--- src/rtl/crc_pkg.sv ---
// Shared CRC definitions for the serial CRC generator and the frame checker.
// Both sides share one LFSR step function so their arithmetic cannot drift apart.
package crc_pkg;

  localparam int unsigned CRC_WIDTH_DEFAULT = 3;
  localparam logic [CRC_WIDTH_DEFAULT-1:0] POLY_DEFAULT = 3'b011;
  localparam int unsigned CRC_MAX_W = 32;

  typedef logic [1:0] state_t;
  localparam state_t ST_IDLE  = 2'd0;
  localparam state_t ST_DATA  = 2'd1;
  localparam state_t ST_CRC   = 2'd2;
  localparam state_t ST_CHECK = 2'd3;

  // One MSB-first LFSR step on a CRC of 'width' bits held in the low bits of a wide vector.
  function automatic logic [CRC_MAX_W-1:0] crc_next(input logic [CRC_MAX_W-1:0] crc,
                                                    input logic                 din,
                                                    input logic [CRC_MAX_W-1:0] poly,
                                                    input int unsigned          width);
    logic                 fb;
    logic [CRC_MAX_W-1:0] mask;
    mask = {CRC_MAX_W{1'b1}} >> (CRC_MAX_W - width);
    fb   = crc[width-1] ^ din;
    return ((crc << 1) ^ (fb ? poly : '0)) & mask;
  endfunction

endpackage

--- src/rtl/crc_lfsr.sv ---
// Serial CRC register: optional parallel re-init merged with a one-bit LFSR step.
module crc_lfsr
  import crc_pkg::*;
#(
  parameter int unsigned      WIDTH = CRC_WIDTH_DEFAULT,
  parameter logic [WIDTH-1:0] POLY  = WIDTH'(POLY_DEFAULT),
  parameter logic [WIDTH-1:0] INIT  = '0
) (
  input  logic             clk_i,
  input  logic             rst_i,
  input  logic             init_i,
  input  logic             en_i,
  input  logic             bit_i,
  output logic [WIDTH-1:0] crc_o
);

  logic [WIDTH-1:0]     crc_q, crc_d, base;
  logic [CRC_MAX_W-1:0] step;

  // Init and step in the same cycle lets a frame's first bit be absorbed on arrival.
  always_comb begin
    base  = init_i ? INIT : crc_q;
    step  = crc_next(CRC_MAX_W'(base), bit_i, CRC_MAX_W'(POLY), WIDTH);
    crc_d = en_i ? step[WIDTH-1:0] : base;
  end

  always_ff @(posedge clk_i or posedge rst_i) begin
    if (rst_i) crc_q <= INIT;
    else       crc_q <= crc_d;
  end

  assign crc_o = crc_q;

endmodule

--- config.mk ---
export PLATFORM = sky130hd
export DESIGN_NAME = crc_lfsr
export DESIGN_NICKNAME = d
export VERILOG_FILES = /design/src/rtl/crc_pkg.sv /design/src/rtl/crc_lfsr.sv
export SDC_FILE = /design/constraint.sdc
export NUM_CORES = 1
export LEC_CHECK = 0
export CAP_MARGIN = 20
export CELL_PAD_IN_SITES_DETAIL_PLACEMENT = 0
export CELL_PAD_IN_SITES_GLOBAL_PLACEMENT = 2
export CORE_AREA = 2 2 39 41
export DETAILED_ROUTE_END_ITERATION = 12
export DIE_AREA = 0 0 41 43
export PLACE_DENSITY_LB_ADDON = 0.1
export SLEW_MARGIN = 20
export SYNTH_ARGS = -nofsm -noshare
export SYNTH_HDL_FRONTEND = slang
export SYNTH_SLANG_ARGS = --single-unit
--- constraint.sdc ---
create_clock -name clk_i -period 1.15 [get_ports clk_i]
set_clock_uncertainty 0.1 [all_clocks]
set_input_delay 0.1725 -clock clk_i [delete_from_list [all_inputs] [get_ports clk_i]]
set_output_delay 0.1725 -clock clk_i [all_outputs]
set_load 0.03 [all_outputs]
==> metrics.md, run 1 <==
| Metric | Value |
|---|---|
| Hold buffer count at CTS | `0` |
| Syn Nets | `22` |
| Clock power frac | `0.418` |
| Synth top area cells | `dfrtp_1, a21oi_1, nor2b_1` |
| Actual slew at the worst max-slew pin | `between 200 and 300 ps` |
| Pwr/cell area | `between 1000 and 1500 nW/um2` |
| Clock Pin Slew Worst Setup and Hold Paths | `40 ps` |
| Total CTS buffers | `3` |
| TritonRoute pass-1 iters | `2` |
| Failing checks | `negative setup slack` |
| Hold Crit Class | `input pin to asynchronous set/reset pin` |
| Wirelength per Cell | `about 10 um` |
| Clock buffer depth | `2` |
| Std cell rows | `14` |
| Post-layout util | `0.267` |
| Die H | `between 40 and 50 um` |
| Area Growth Syn to Fin | `129%` |
| Synthesized area | `approximately 160 um2` |
| Final Cycle Share | `1.01` |
| Largest net degree at the start of global routing | `6` |
| EDFF count, synth | `0` |
| Count of different cell masters after synthesis | `11` |
| Synthesized instance count | `17` |
| RSZ-0062 raised after global routing | `yes` |
| Worst-skew pair later-pin latency | `approximately 230 ps` |
| FF-to-FF path depth | `3` |
| Final setup viols | `3` |
| Clk sink count | `3` |
| Die ar. | `about 1800 um2` |
| Max-slew violation count | `0` |
| Area share of the largest cell type after synthesis | `0.465` |
| CP startpoint kind | `flop` |
| Power Internal | `0.314 mW` |
| Clock root cell | `clkbuf_4` |
| Vias in the first global route | `181` |
| Avg Cell Area, Syn | `around 9.5 um2` |
| Final wirelength | `roughly 500 um` |
| H-tree Lvls | `1` |
| LEAKAGE | `roughly 0.17 nW` |
| Yosys warning count | `0` |
| NetSw | `about 0.12 mW` |
| Post-synthesis register bit count | `3` |
| Seq/Total Area, Yosys | `0.465` |
| Initial antenna violation count | `0` |
| Layout cells sized above 1 | `0.545` |
| Input/output buffers | `7` |
| Antenna viol nets, final | `0` |
| Share of power burned in registers | `0.292` |
| Grt ovf | `0` |
| Combinational power share | `0.290` |
| Status | `finished, violations left` |
| TritonCTS clock tree | `done` |
| Async S/R FF share, synth | `1.00` |
| Setup crit end kind | `flop` |
| IO Count | `8` |
| Gpl congestion | `about 0.6` |
| Peak VDD IR | `~0.00072 V` |
| Gr usage total | `0.0714` |
| Total Power | `about 0.43 mW` |
| Req. time, crit path | `between 1000 and 1500 ps` |
| Switching Share | `0.277` |
| Cell type with the largest total area after synthesis | `dfrtp_1` |
| Via density per instance | `3.73` |
| Drt drc | `0` |
| Filler cells | `~150` |
| Core Box Area | `between 1000 and 1500 um2` |
| WS Path Type | `flop to flop` |
| Global-route wire length before repair | `717 um` |
| Arrival @ worst endpoint | `1170 ps` |
| CP Max Fanout | `2` |
| Period minus WS final | `1170 ps` |
| List of most frequent post-synthesis cells | `a21oi_1, dfrtp_1, inv_1, nor2b_1` |
| ANT cells | `0` |
| Initial Util | `0.117` |
| Fin. Hold Viols | `0` |
| Initial DRC Count | `3` |
| Primary FF master, synth | `dfrtp_1` |
| Max Cap Viol | `0` |
| Final layout net count | `39` |
| Final WS setup | `-15.7 ps` |
| Via Count | `between 150 and 200` |
| Die W | `around 41 um` |
| Largest register FFs | `3` |
| Relative slew slack | `0.816` |
| Max Fclk | `about 0.86 GHz` |
timing repair:
| action | 4_1_cts | 5_1_grt |
|---|---|---|
| resized for setup | 4 | 8 |
| pin swaps | 0 | 1 |
| cloned | 0 | 0 |
| setup buffers | 0 | 1 |
| setup endpoints to repair | 4 | 4 |
metal layers:
| metal | wire length, um | part of all wire | global-route usage |
|---|---|---|---|
| met2 | 267 | 0.55 | 0.106 |
| met5 | 0 | 0 | 0 |
| met1 | 187 | 0.38 | 0.0615 |
| met4 | 0 | 0 | 0.0400 |
| met3 | 34 | 0.070 | 0.0628 |
metrics by stage:
| step | TNS [ps] | area [um2] | setup WS [ps] | cells | hold slack, ps |
|---|---|---|---|---|---|
| 3_5_place_dp | -576 | 284 | -237 | 45 | 257 |
| 4_1_cts | -74.2 | 318 | -37.8 | 48 | 13.7 |
| 3_3_place_gp | -626 | 284 | -251 | 45 | 252 |
| 5_1_grt | -114 | 369 | -40.9 | 49 | 33.4 |
| 2_1_floorplan | -66.5 | 164 | -66.5 | 17 | -174 |
| 6_report | -38.3 | 369 | -15.7 | 49 | 8.89 |
cell type report:
type                       instances  area [um2]  area share
clock buffer                       4        26.3      0.0712
inverter                           2        7.51      0.0203
multi-input combinational         12         116       0.315
sequential                         3        77.6       0.210
tap                               16        20.0      0.0542
timing repair buffer              12         121       0.329
power groups by stage:
stage               registers, mW  logic, mW  clock network [mW]
global placement            0.124      0.106                   0
CTS                         0.125      0.107               0.190
finish                      0.127      0.126               0.182
floorplan                   0.144     0.0252                   0
global route                0.127      0.134               0.200
detailed placement          0.124      0.104                   0
logic make-up after synthesis:
logic type      share of synthesized area
buf+inv                            0.0465
simple gates                        0.171
flops                               0.465
compound gates                      0.202
xor+xnor                           0.0543
mux                                0.0620
path summary, 6_finish.rpt:
check / startpoint / end / slack, ps
setup reg to reg: crc_o[2]$_DFF_PP0_ / crc_o[1]$_DFF_PP0_ / -20
min in group clk_i: en_i / crc_o[0]$_DFF_PP0_ / 340
setup / recovery: crc_o[2]$_DFF_PP0_ / crc_o[1]$_DFF_PP0_ / -20
max in group asynchronous: rst_i / crc_o[2]$_DFF_PP0_ / 790
hold / removal: rst_i / crc_o[1]$_DFF_PP0_ / 9
hold reg to reg: crc_o[1]$_DFF_PP0_ / crc_o[2]$_DFF_PP0_ / 540
worst max-delay path, cell delays in order, from the launching register on:
cell and delay, ps:
dfrtp_2 420, xor2_2 190, a21oi_2 60, a311o_1 280
placed cells by master, fill, tap and decap left out, drive strengths merged:
cell           count
a21oi              3
a311o              1
buf                8
clkbuf             4
clkdlybuf4s50      3
dfrtp              3
dlymetal6s2s       1
inv                2
mux2i              1
nand2              1
nor2               1
nor2b              2
nor3b              1
o21bai             1
xor2               1
Note: power is estimated with default switching activity, not from simulation.
==> inputs of run 2 (changes only) <==
--- a/config.mk
+++ b/config.mk
@@ -9,9 +9,10 @@
 export CELL_PAD_IN_SITES_DETAIL_PLACEMENT = 0
 export CELL_PAD_IN_SITES_GLOBAL_PLACEMENT = 2
 export CORE_AREA = 2 2 39 41
+export CTS_BUF_LIST = sky130_fd_sc_hd__clkbuf_4
 export DETAILED_ROUTE_END_ITERATION = 12
 export DIE_AREA = 0 0 41 43
-export PLACE_DENSITY_LB_ADDON = 0.1
+export PLACE_DENSITY = 0.51
 export SLEW_MARGIN = 20
 export SYNTH_ARGS = -nofsm -noshare
 export SYNTH_HDL_FRONTEND = slang
==> run 2 against run 1 <==
  * The run still ends with negative setup slack left
  * Core utilization down 1.6 points
  * Clock power is 13% higher
  * Combinational power shrank 12%
  * Via count is 2.7% lower
  * Largest power group unchanged
==> metrics.md, run 2 (same netlist as run 1, synthesis figures left out) <==
| Metric | Value |
|---|---|
| Status | `finished, violations left` |
| Failing checks | `negative setup slack` |
| Fin. Hold Viols | `0` |
| Initial DRC Count | `0` |
| Share of power burned in registers | `0.285` |
| Post-layout util | `0.250` |
| Total CTS buffers | `3` |
| Drt drc | `0` |
| CP Max Fanout | `3` |
| Area Growth Syn to Fin | `115%` |
| Via density per instance | `3.63` |
| Final WS setup | `-18.2 ps` |
| Die H | `approximately 43 um` |
| Final Cycle Share | `1.02` |
| Combinational power share | `0.251` |
| Via Count | `178` |
| Vias in the first global route | `between 150 and 200` |
| Power Internal | `0.330 mW` |
| Setup crit end kind | `output pin` |
| Actual slew at the worst max-slew pin | `197 ps` |
| Filler cells | `approximately 150` |
| Final layout net count | `39` |
| Max Fclk | `0.856 GHz` |
| Largest register FFs | `3` |
| Pwr/cell area | `roughly 1300 nW/um2` |
| IO Count | `8` |
| Gr usage total | `0.0634` |
| ANT cells | `0` |
| Max Cap Viol | `0` |
| Final instance area | `347 um2` |
| Core Box Area | `approximately 1400 um2` |
| Final setup viols | `3` |
| Largest net degree at the start of global routing | `6` |
| RSZ-0062 raised after global routing | `yes` |
| Clock power frac | `0.464` |
| Peak VDD IR | `0.000528 V` |
| LEAKAGE | `0.167 nW` |
| Initial antenna violation count | `0` |
| Gpl congestion | `0.608` |
| Std cell rows | `14` |
| Hold Crit Class | `input pin to asynchronous set/reset pin` |
| Die W | `~40 um` |
| Clk sink count | `3` |
| Worst r2r src | `crc_o[0]$_DFF_PP0_` |
| Clock buffer depth | `2` |
| Layout cells sized above 1 | `0.515` |
| Placed inst area | `277 um2` |
| Sequential cell area | `roughly 78 um2` |
| Arrival @ worst endpoint | `900 ps` |
| Die ar. | `~1800 um2` |
| Hold buffer count at CTS | `0` |
| Final wirelength | `approximately 430 um` |
| TritonCTS clock tree | `done` |
| TritonRoute pass-1 iters | `1` |
| H-tree Lvls | `1` |
| Initial Util | `0.117` |
| Req. time, crit path | `between 800 and 900 ps` |
| Antenna viol nets, final | `0` |
| Relative slew slack | `0.869` |
| NetSw | `approximately 0.11 mW` |
| Worst-skew pair later-pin latency | `roughly 230 ps` |
| Max-slew violation count | `0` |
| CP startpoint | `crc_o[2]$_DFF_PP0_` |
| Global-route wire length before repair | `696 um` |
| Multi-input logic area | `around 94 um2` |
| Grt ovf | `0` |
| Clock Pin Slew Worst Setup and Hold Paths | `40 ps` |
| Switching Share | `0.254` |
| Input/output buffers | `7` |
| Period minus WS final | `about 1200 ps` |
| Clock root cell | `clkbuf_4` |
| Wirelength per Cell | `just under 9 um` |
| CP startpoint kind | `flop` |
| WS Path Type | `flop to output pin` |
| Most frequent cells in the layout | `clkbuf_4, buf_6, buf_4` |
## run 2: layout make-up
cell class | instances | area share
Clock buffer | 4 | 0.0866
Inverter | 2 | 0.0217
Multi-Input combinational cell | 12 | 0.271
Sequential cell | 3 | 0.224
Tap cell | 16 | 0.0578
Timing Repair Buffer | 12 | 0.339
## run 2: worst paths after layout
kind	to	slack, ps	cells after the start
max in group asynchronous	crc_o[2]$_DFF_PP0_	800	2
worst max register to register	crc_o[1]$_DFF_PP0_	-10	3
min in group clk_i	crc_o[0]$_DFF_PP0_	310	4
worst max-delay path	crc_o[2]	-20	2
worst min register to register	crc_o[2]$_DFF_PP0_	480	2
worst min-delay path	crc_o[0]$_DFF_PP0_	10	2
## run 2: layer usage
layer | vias up | wire length [um] | part of all wire | global-route usage
met5 | - | 0 | 0 | 0
met4 | 0 | 0 | 0 | 0.0800
met3 | 0 | 52 | 0.12 | 0.0157
met2 | 8 | 185 | 0.43 | 0.0781
met1 | 80 | 188 | 0.44 | 0.0744
li1 | 90 | - | - | -
## run 2: power by group through the flow
| stage | Clock (mW) | Sequential, mW | Combinational (mW) |
|---|---|---|---|
| floorplan | 0 | 0.144 | 0.0252 |
| global placement | 0 | 0.125 | 0.0975 |
| detailed placement | 0 | 0.124 | 0.0964 |
| CTS | 0.218 | 0.123 | 0.102 |
| global route | 0.222 | 0.127 | 0.120 |
| finish | 0.205 | 0.126 | 0.111 |
## run 2: timing repair
item	CTS	global route
buffers inserted	0	1
setup endpoints to repair	3	4
endpoints found under the hold margin	0	0
resized for setup	3	5
## run 2: through the flow
step / power (mW) / cells / setup TNS (ps) / setup slack [ps] / hold slack [ps]
after global placement: 0.222 / 44 / -676 / -289 / 248
after global routing: 0.468 / 49 / -141 / -53.3 / 26.0
after floorplan: 0.169 / 17 / -66.5 / -66.5 / -174
after detailed placement: 0.221 / 44 / -602 / -256 / 258
final: 0.442 / 49 / -47.4 / -18.2 / 9.70
after CTS: 0.443 / 48 / -71.8 / -27.7 / 7.91
## run 2: critical path: stages, from the launching register on
cell and delay [ps]:
dfrtp_2 420, buf_6 120, buf_6 130
